`src/rtl/fp16_fixed_accumulator_pkg.sv`:
```
// Shared definitions for the FP16 MAC accumulate stage.
//   FRAC_W          fraction bits carried by the fixed-point accumulator
//   SIGN_B..MANT_LO FP16 field positions {sign, exp[4:0], mant[9:0]}, bias 15
//   EXP_MAX         all-ones exponent (Inf/NaN encodings)
//   acc_state_e     accumulator control FSM encoding
package fp16_fixed_accumulator_pkg;

    localparam int FRAC_W  = 24;
    localparam int SIGN_B  = 15;
    localparam int EXP_HI  = 14;
    localparam int EXP_LO  = 10;
    localparam int MANT_HI = 9;
    localparam int MANT_LO = 0;
    localparam int EXP_W   = EXP_HI - EXP_LO + 1;
    localparam int MANT_W  = MANT_HI - MANT_LO + 1;
    localparam int EXP_MAX = 31;

    typedef enum logic [1:0] {
        ST_ACCUM = 2'd0,
        ST_FLUSH = 2'd1,
        ST_HOLD  = 2'd2
    } acc_state_e;

endpackage

```
`src/rtl/fp16_fixed_accumulator_if.sv`:
```
// Handshake bundle between the FP16 multiplier, the accumulator and the
// result consumer.
//   in_valid/in_ready  product handshake; in_data FP16 product,
//                      in_ovf/in_unf multiplier flags, in_last ends a vector
//   out_valid/out_ready result handshake; out_acc signed sum (FRAC_W fraction
//                      bits), out_count elements in vector, out_err sticky error
// Modports: slave = accumulator side, master = producer/consumer side.
interface fp16_fixed_accumulator_if #(
    parameter int ACC_W = 48,
    parameter int CNT_W = 8
) ();
    logic             in_valid;
    logic             in_ready;
    logic [15:0]      in_data;
    logic             in_ovf;
    logic             in_unf;
    logic             in_last;
    logic             out_valid;
    logic             out_ready;
    logic [ACC_W-1:0] out_acc;
    logic [CNT_W-1:0] out_count;
    logic             out_err;

    modport slave (
        input  in_valid, in_data, in_ovf, in_unf, in_last, out_ready,
        output in_ready, out_valid, out_acc, out_count, out_err
    );

    modport master (
        output in_valid, in_data, in_ovf, in_unf, in_last, out_ready,
        input  in_ready, out_valid, out_acc, out_count, out_err
    );
endinterface

```
`src/rtl/fp16_fixed_accumulator_fp16_to_fixed.sv`:
```
// fp16_to_fixed: combinational FP16 -> signed fixed point (FRAC_W fraction bits).
//   in_data      FP16 {sign, exp, mant}
//   value        signed ACC_W result; zero/denormal and Inf/NaN give 0
//   special_err  exponent all ones (Inf/NaN)
// ACC_W must be at least 41 to hold the largest finite magnitude plus sign.
module fp16_to_fixed
    import fp16_fixed_accumulator_pkg::*;
#(
    parameter int ACC_W = 48
) (
    input  logic [15:0]             in_data,
    output logic signed [ACC_W-1:0] value,
    output logic                    special_err
);

    logic [EXP_W-1:0]  exp_f;
    logic [MANT_W-1:0] mant;
    logic [ACC_W-1:0]  mag;

    assign exp_f = in_data[EXP_HI:EXP_LO];
    assign mant  = in_data[MANT_HI:MANT_LO];

    // {1,mant} has 10 fraction bits; shifting by (e-1) lands the binary point
    // at FRAC_W=24 for bias 15, so every finite normal converts exactly.
    always_comb begin
        mag         = '0;
        special_err = 1'b0;
        if (exp_f == EXP_W'(EXP_MAX)) begin
            special_err = 1'b1;
        end else if (exp_f != '0) begin
            mag = {{(ACC_W-MANT_W-1){1'b0}}, 1'b1, mant} << (exp_f - EXP_W'(1));
        end
        value = in_data[SIGN_B] ? -$signed(mag) : $signed(mag);
    end

endmodule

```
`src/rtl/fp16_fixed_accumulator.sv`:
```
// fp16_fixed_accumulator: accumulate stage closing the FP16 MAC. Converts each
// product to fixed point, sums a vector terminated by in_last and presents one
// result per vector on a valid/ready output.
//   clk   rising-edge clock
//   rst   synchronous active-high reset
//   bus   fp16_fixed_accumulator_if.slave (product input + result output)
// Build option: define MAC_ACC_SAT_EN to saturate the accumulator on signed
// overflow (and flag err); otherwise the sum wraps silently.
//
// state | meaning
// ACCUM | accepting products, S1 term added into acc each cycle
// FLUSH | input stalled, last term added, result registered, acc cleared
// HOLD  | result valid, waiting for out_ready; input stalled
module fp16_fixed_accumulator
    import fp16_fixed_accumulator_pkg::*;
#(
    parameter int ACC_W = 48,
    parameter int CNT_W = 8
) (
    input  logic                          clk,
    input  logic                          rst,
    fp16_fixed_accumulator_if.slave       bus
);

    localparam logic signed [ACC_W-1:0] ACC_MAX = {1'b0, {(ACC_W-1){1'b1}}};
    localparam logic signed [ACC_W-1:0] ACC_MIN = {1'b1, {(ACC_W-1){1'b0}}};

    acc_state_e state, state_nxt;
    logic       in_ready_w, out_valid_w, hs;

    logic signed [ACC_W-1:0] conv_val;
    logic                    conv_special;

    logic                    s1_vld, s1_last, s1_err;
    logic signed [ACC_W-1:0] s1_val;

    logic signed [ACC_W-1:0] acc, sum_raw, sum;
    logic [CNT_W-1:0]        count, cnt_inc;
    logic                    err, sat_err;

    logic signed [ACC_W-1:0] out_acc_q;
    logic [CNT_W-1:0]        out_count_q;
    logic                    out_err_q;

    fp16_to_fixed #(.ACC_W(ACC_W)) u_conv (
        .in_data     (bus.in_data),
        .value       (conv_val),
        .special_err (conv_special)
    );

    always_ff @(posedge clk) begin
        if (rst) state <= ST_ACCUM;
        else     state <= state_nxt;
    end

    always_comb begin
        state_nxt   = state;
        in_ready_w  = 1'b0;
        out_valid_w = 1'b0;
        case (state)
            ST_ACCUM: begin
                in_ready_w = ~rst;
                if (bus.in_valid && bus.in_last) state_nxt = ST_FLUSH;
            end
            ST_FLUSH: state_nxt = ST_HOLD;
            ST_HOLD: begin
                out_valid_w = ~rst;
                if (bus.out_ready) state_nxt = ST_ACCUM;
            end
            default: state_nxt = ST_ACCUM;
        endcase
    end

    assign hs = bus.in_valid & in_ready_w;

    assign sum_raw = acc + s1_val;
    assign cnt_inc = (count == '1) ? count : count + CNT_W'(1);

`ifdef MAC_ACC_SAT_EN
    logic sum_ovf;
    // Overflow only when both operands share a sign and the result flips it.
    assign sum_ovf = (acc[ACC_W-1] == s1_val[ACC_W-1]) && (sum_raw[ACC_W-1] != acc[ACC_W-1]);
    assign sum     = sum_ovf ? (acc[ACC_W-1] ? ACC_MIN : ACC_MAX) : sum_raw;
    assign sat_err = sum_ovf;
`else
    assign sum     = sum_raw;
    assign sat_err = 1'b0;
`endif

    always_ff @(posedge clk) begin
        if (rst) begin
            s1_vld      <= 1'b0;
            s1_last     <= 1'b0;
            s1_err      <= 1'b0;
            s1_val      <= '0;
            acc         <= '0;
            count       <= '0;
            err         <= 1'b0;
            out_acc_q   <= '0;
            out_count_q <= '0;
            out_err_q   <= 1'b0;
        end else begin
            s1_vld <= hs;
            if (hs) begin
                s1_val  <= conv_val;
                s1_last <= bus.in_last;
                s1_err  <= conv_special | bus.in_ovf | bus.in_unf;
            end
            if (s1_vld) begin
                if (s1_last) begin
                    // The vector's final term goes straight to the result
                    // registers so the next vector starts from zero.
                    out_acc_q   <= sum;
                    out_count_q <= cnt_inc;
                    out_err_q   <= err | s1_err | sat_err;
                    acc         <= '0;
                    count       <= '0;
                    err         <= 1'b0;
                end else begin
                    acc   <= sum;
                    count <= cnt_inc;
                    err   <= err | s1_err | sat_err;
                end
            end
        end
    end

    assign bus.in_ready  = in_ready_w;
    assign bus.out_valid = out_valid_w;
    assign bus.out_acc   = out_acc_q;
    assign bus.out_count = out_count_q;
    assign bus.out_err   = out_err_q;

    // Keep the ACC_W >= 41 requirement visible alongside the limits above.
    localparam int ACC_W_MIN = 41;
    if (ACC_W < ACC_W_MIN) begin : g_acc_w_too_small
        $error("fp16_fixed_accumulator: ACC_W must be >= 41");
    end

endmodule

```
`src/flat_wrapper.sv`:
```
// flat-port wrapper written by rule: the top's interface ports become plain ports
module fp16_fixed_accumulator_flat import fp16_fixed_accumulator_pkg::*;
#(
    parameter int ACC_W = 48,
    parameter int CNT_W = 8
)
  (clk, rst, bus_in_valid, bus_in_data, bus_in_ovf, bus_in_unf, bus_in_last, bus_out_ready, bus_in_ready, bus_out_valid, bus_out_acc, bus_out_count, bus_out_err);
  fp16_fixed_accumulator_if #(.ACC_W(ACC_W), .CNT_W(CNT_W)) bus_i ();
  input  logic clk;
  input  logic rst;
  input wire logic [$bits(bus_i.in_valid)-1:0] bus_in_valid;
  input wire logic [$bits(bus_i.in_data)-1:0] bus_in_data;
  input wire logic [$bits(bus_i.in_ovf)-1:0] bus_in_ovf;
  input wire logic [$bits(bus_i.in_unf)-1:0] bus_in_unf;
  input wire logic [$bits(bus_i.in_last)-1:0] bus_in_last;
  input wire logic [$bits(bus_i.out_ready)-1:0] bus_out_ready;
  output wire logic [$bits(bus_i.in_ready)-1:0] bus_in_ready;
  output wire logic [$bits(bus_i.out_valid)-1:0] bus_out_valid;
  output wire logic [$bits(bus_i.out_acc)-1:0] bus_out_acc;
  output wire logic [$bits(bus_i.out_count)-1:0] bus_out_count;
  output wire logic [$bits(bus_i.out_err)-1:0] bus_out_err;
  assign bus_i.in_valid = bus_in_valid;
  assign bus_i.in_data = bus_in_data;
  assign bus_i.in_ovf = bus_in_ovf;
  assign bus_i.in_unf = bus_in_unf;
  assign bus_i.in_last = bus_in_last;
  assign bus_i.out_ready = bus_out_ready;
  assign bus_in_ready = bus_i.in_ready;
  assign bus_out_valid = bus_i.out_valid;
  assign bus_out_acc = bus_i.out_acc;
  assign bus_out_count = bus_i.out_count;
  assign bus_out_err = bus_i.out_err;
  fp16_fixed_accumulator #(.ACC_W(ACC_W), .CNT_W(CNT_W)) u_core (.clk(clk), .rst(rst), .bus(bus_i));
endmodule
```
`config.mk`:
```
export PLATFORM = sky130hd
export DESIGN_NAME = fp16_fixed_accumulator_flat
export DESIGN_NICKNAME = d
export VERILOG_FILES = /design/src/rtl/fp16_fixed_accumulator_pkg.sv /design/src/rtl/fp16_fixed_accumulator_if.sv /design/src/rtl/fp16_fixed_accumulator_fp16_to_fixed.sv /design/src/rtl/fp16_fixed_accumulator.sv /design/src/flat_wrapper.sv
export SDC_FILE = /design/constraint.sdc
export NUM_CORES = 1
export LEC_CHECK = 0
export CAP_MARGIN = 20
export CORE_ASPECT_RATIO = 0.5
export CORE_MARGIN = 2
export CORE_UTILIZATION = 55
export CTS_CLUSTER_SIZE = 40
export DETAILED_ROUTE_END_ITERATION = 10
export PLACE_DENSITY = 0.82
export SYNTH_ARGS = -nofsm -noshare
export SYNTH_HDL_FRONTEND = slang
export SYNTH_SLANG_ARGS = --single-unit
```
`constraint.sdc`:
```
create_clock -name clk -period 10.35 [get_ports clk]
set_clock_uncertainty 0.1 [all_clocks]
set_input_delay 2.07 -clock clk [delete_from_list [all_inputs] [get_ports clk]]
set_output_delay 2.07 -clock clk [all_outputs]
set_load 0.005 [all_outputs]
```
==> impl_metrics.json <==
{
  "drtIter0Drc": 894,
  "tightest_slew_ns": 1.139,
  "core_um2": 19320,
  "initial_utilization_pct": 55.71,
  "ioPinCount": 82,
  "place_hpwl_um": 23750,
  "power.switching_mw": 0.5890,
  "clockRootBuffer": "clkbuf_16",
  "worst_path_largest_cell_delay_ns": 0.61,
  "cts_buffers": 17,
  "first_pass_iters": 6,
  "h-tree-depth": 4,
  "pwr_density_cell_nw_per_um2": 140.9,
  "cp_num_buf_inv": 5,
  "syn_area_per_cell_um2": 8.052,
  "ys_seq_area_share_pct": 31.06,
  "clock-sinks": 167,
  "cap_violations": 0,
  "seqPwrFrac_pct": 40.6,
  "switching_share_pct": 34.09,
  "path_clk_slew_ns": 0.07,
  "critical_path_arrival_ns": 7.19,
  "clock_path_buffers": 2,
  "die_y_um": 102.9,
  "post_cts_buffers": 0,
  "fmax_mhz": 143.6,
  "path_cells": "clkdlybuf4s50_1, buf_4, inv_1, ha_1, ha_1, buf_4, inv_1, and3_1, or2_2, o41ai_2, nand3_1, or4b_4, nor2_1, a21oi_1, a21o_1",
  "nets": 1434,
  "synth_cells": 1337,
  "post_drt_wl_per_cell_um": 19.61,
  "dp_cells": 1603,
  "clk_latency_ns": 0.44,
  "synthTopCellsByArea": "dfxtp_1 31%, ha_1 6.0%, o21ai_0 4.8%, nand2_1 4.4%, nor2_1 3.9%",
  "area_delta_synth_final_pct": 13.91,
  "synth_fp_nets": 1413,
  "critPathLaunchType": "input port",
  "ant_nets": 0,
  "netlist_area_um2": 10770,
  "place.gp.congestion": 0.9584,
  "antenna_found_initial": 0,
  "die_width_um": 201.9,
  "final_cells": 1637,
  "vias_per_cell": 6.367,
  "synth_top_area_share_pct": 31.06,
  "hp-class": "register to register",
  "ir_worst_vdd_mv": 0.1136,
  "power_frac_clock_pct": 36.3,
  "yosysUniqueCellTypes": 82,
  "drv_slew": 0,
  "cts_tree": "done",
  "end_kind": "register",
  "track_usage_pct": 30.70,
  "finalHoldViolations": 0,
  "cts_resized": 0,
  "fin_setup_tns_ns": 0,
  "crit_family": "simple AND/OR/NAND/NOR gates",
  "grt_first_pass_wirelength_um": 50560,
  "fp-row-count": 36,
  "drive_above_1_share_pct": 6.273,
  "yosysWarnings": 0,
  "synth_edf_count": 0,
  "drt-total-wl_um": 32100,
  "whs_ns": 0.3614,
  "combPwrFrac_pct": 23.1,
  "setup_viol": 0,
  "grt.overflow.total": 0,
  "crit_type": "input port to register",
  "yosysMostFrequentCell": "dfxtp_1",
  "maxSlewHeadroom_pct": 23.25,
  "drc_errors": 0,
  "synth_area_leader_cell": "dfxtp_1",
  "crit_fanout": 37,
  "leakage_nw": 4.970,
  "crit_slowest_cell": "or4b_4",
  "rsz0062_at_grt": "no",
  "status": "finished, final reports clean",
  "grt_start_max_net_pins": 67,
  "yosys-top-cells-count": "167 x dfxtp_1, 125 x nand2_1, 113 x nor2_1, 104 x o21ai_0, 82 x a21oi_1",
  "cp_data_required_time_ns": 10.58,
  "n_antenna_cell": 0,
  "die_area_um2": 20780,
  "ys_dominant_reg_cell": "dfxtp_1",
  "cts_hold_buf": 0,
  "fin_crit_ns": 6.963,
  "grt_pass1_vias": 9495,
  "ys_ff_latch": 167,
  "io_buffers": 81,
  "p_int_mw": 1.139,
  "finalCritPeriodShare_pct": 67.28,
  "num_vias": 10423,
  "synthArstFlopShare_pct": 0
}
## sequential cells by signal (all words and copies together) (netlist names)
| register | cells |
|---|---|
| u_core.s1_vld | 1 |
| u_core.err | 1 |
| u_core.s1_val | 48 |
| u_core.s1_err | 1 |
| u_core.state | 2 |
| u_core.acc | 48 |
| u_core.bus.out_count | 8 |
| u_core.bus.out_err | 1 |
| u_core.count | 8 |
| u_core.bus.out_acc | 48 |
| u_core.s1_last | 1 |
## worst register-to-register path: cells and delay by family, from the launching register on
family | cells | cell delay [ns]
compound gates | 8 | 2.26
fa+ha+maj | 2 | 0.58
flops | 1 | 0.34
simple gates | 1 | 0.25
xor+xnor | 1 | 0.15
buf+inv | 1 | 0.05
## per-layer routing
layer / GRT usage, % / share of wire (%)
met5: 0 / 0
met4: 9.106 / 1.8
met3: 5.531 / 7.7
met2: 48.72 / 44
met1: 42.98 / 47
## layout make-up
| cell class | count | area, um^2 |
|---|---|---|
| Timing Repair Buffer | 96 | 958.4 |
| Clock inverter | 15 | 161.4 |
| Tap cell | 266 | 332.8 |
| Clock buffer | 17 | 425.4 |
| Sequential cell | 167 | 3343 |
| Inverter | 29 | 108.9 |
| Multi-Input combinational cell | 1047 | 6933 |
| Fill cell | 1620 | 7061 |
## layout by cell type, fill, tap and decap left out, types with 7 or more instances in the layout
master and n:
mux4_2 10, o31ai_1 17, nand4_1 13, nor2b_1 10
a21o_1 42, o21a_1 10, nand2b_1 12, nor3_1 24
mux2i_1 9, nand2_1 125, and4_1 9, o22ai_1 7
nand3_1 61, clkbuf_16 17, a22o_1 40, buf_4 13
o21ai_1 9, nor2_1 112, or3_1 12, o21ai_0 104
o211ai_1 8, and3_1 13, o21bai_1 9, dfxtp_1 167
a31oi_1 17, a22oi_1 43, inv_1 27, xor2_1 38
clkdlybuf4s50_1 80, xnor2_1 40, and2_1 7, mux2_2 7
a21oi_1 81, ha_1 52
## power by group through the flow
stage	sequential, mW	clock [mW]	combinational, mW
after global routing	0.703	0.656	0.437
after CTS	0.699	0.628	0.388
after detailed placement	0.714	0	0.384
final	0.701	0.628	0.399
after global placement	0.713	0	0.377
after floorplan	0.699	0	0.289
## cells by family after synthesis
family	share of synthesized area [%]
adders and majority gates	6.230
muxes	3.661
and+or+nand+nor	19.56
buffers and inverters	4.672
DFF	31.06
AOI/OAI and AO/OA	28.48
xor gates and xnor gates	6.346
## worst paths after layout
check	startpoint	endpoint	slack (ns)	depth (start not counted)
max reg2reg	u_core.acc[0]	u_core.bus.out_acc[46]	6.48	13
min reg2reg	u_core.bus.out_count[0]	u_core.bus.out_count[0]	0.36	2
min	u_core.bus.out_count[0]	u_core.bus.out_count[0]	0.36	2
max	bus_in_data[10]	u_core.s1_val[47]	3.39	15
## per-stage QoR
step | cell area (um^2) | worst slack [ns] | util, % | total power [mW]
floorplan | 10770 | 4.299 | - | 0.9884
global placement | 11620 | 2.961 | 60.14 | 1.090
detailed placement | 11620 | 2.674 | 60.14 | 1.098
CTS | 12210 | 3.154 | 63.18 | 1.715
global route | 12260 | 2.972 | 63.46 | 1.796
finish | 12260 | 3.387 | 63.46 | 1.728
Power figures use the tool's default switching activity.
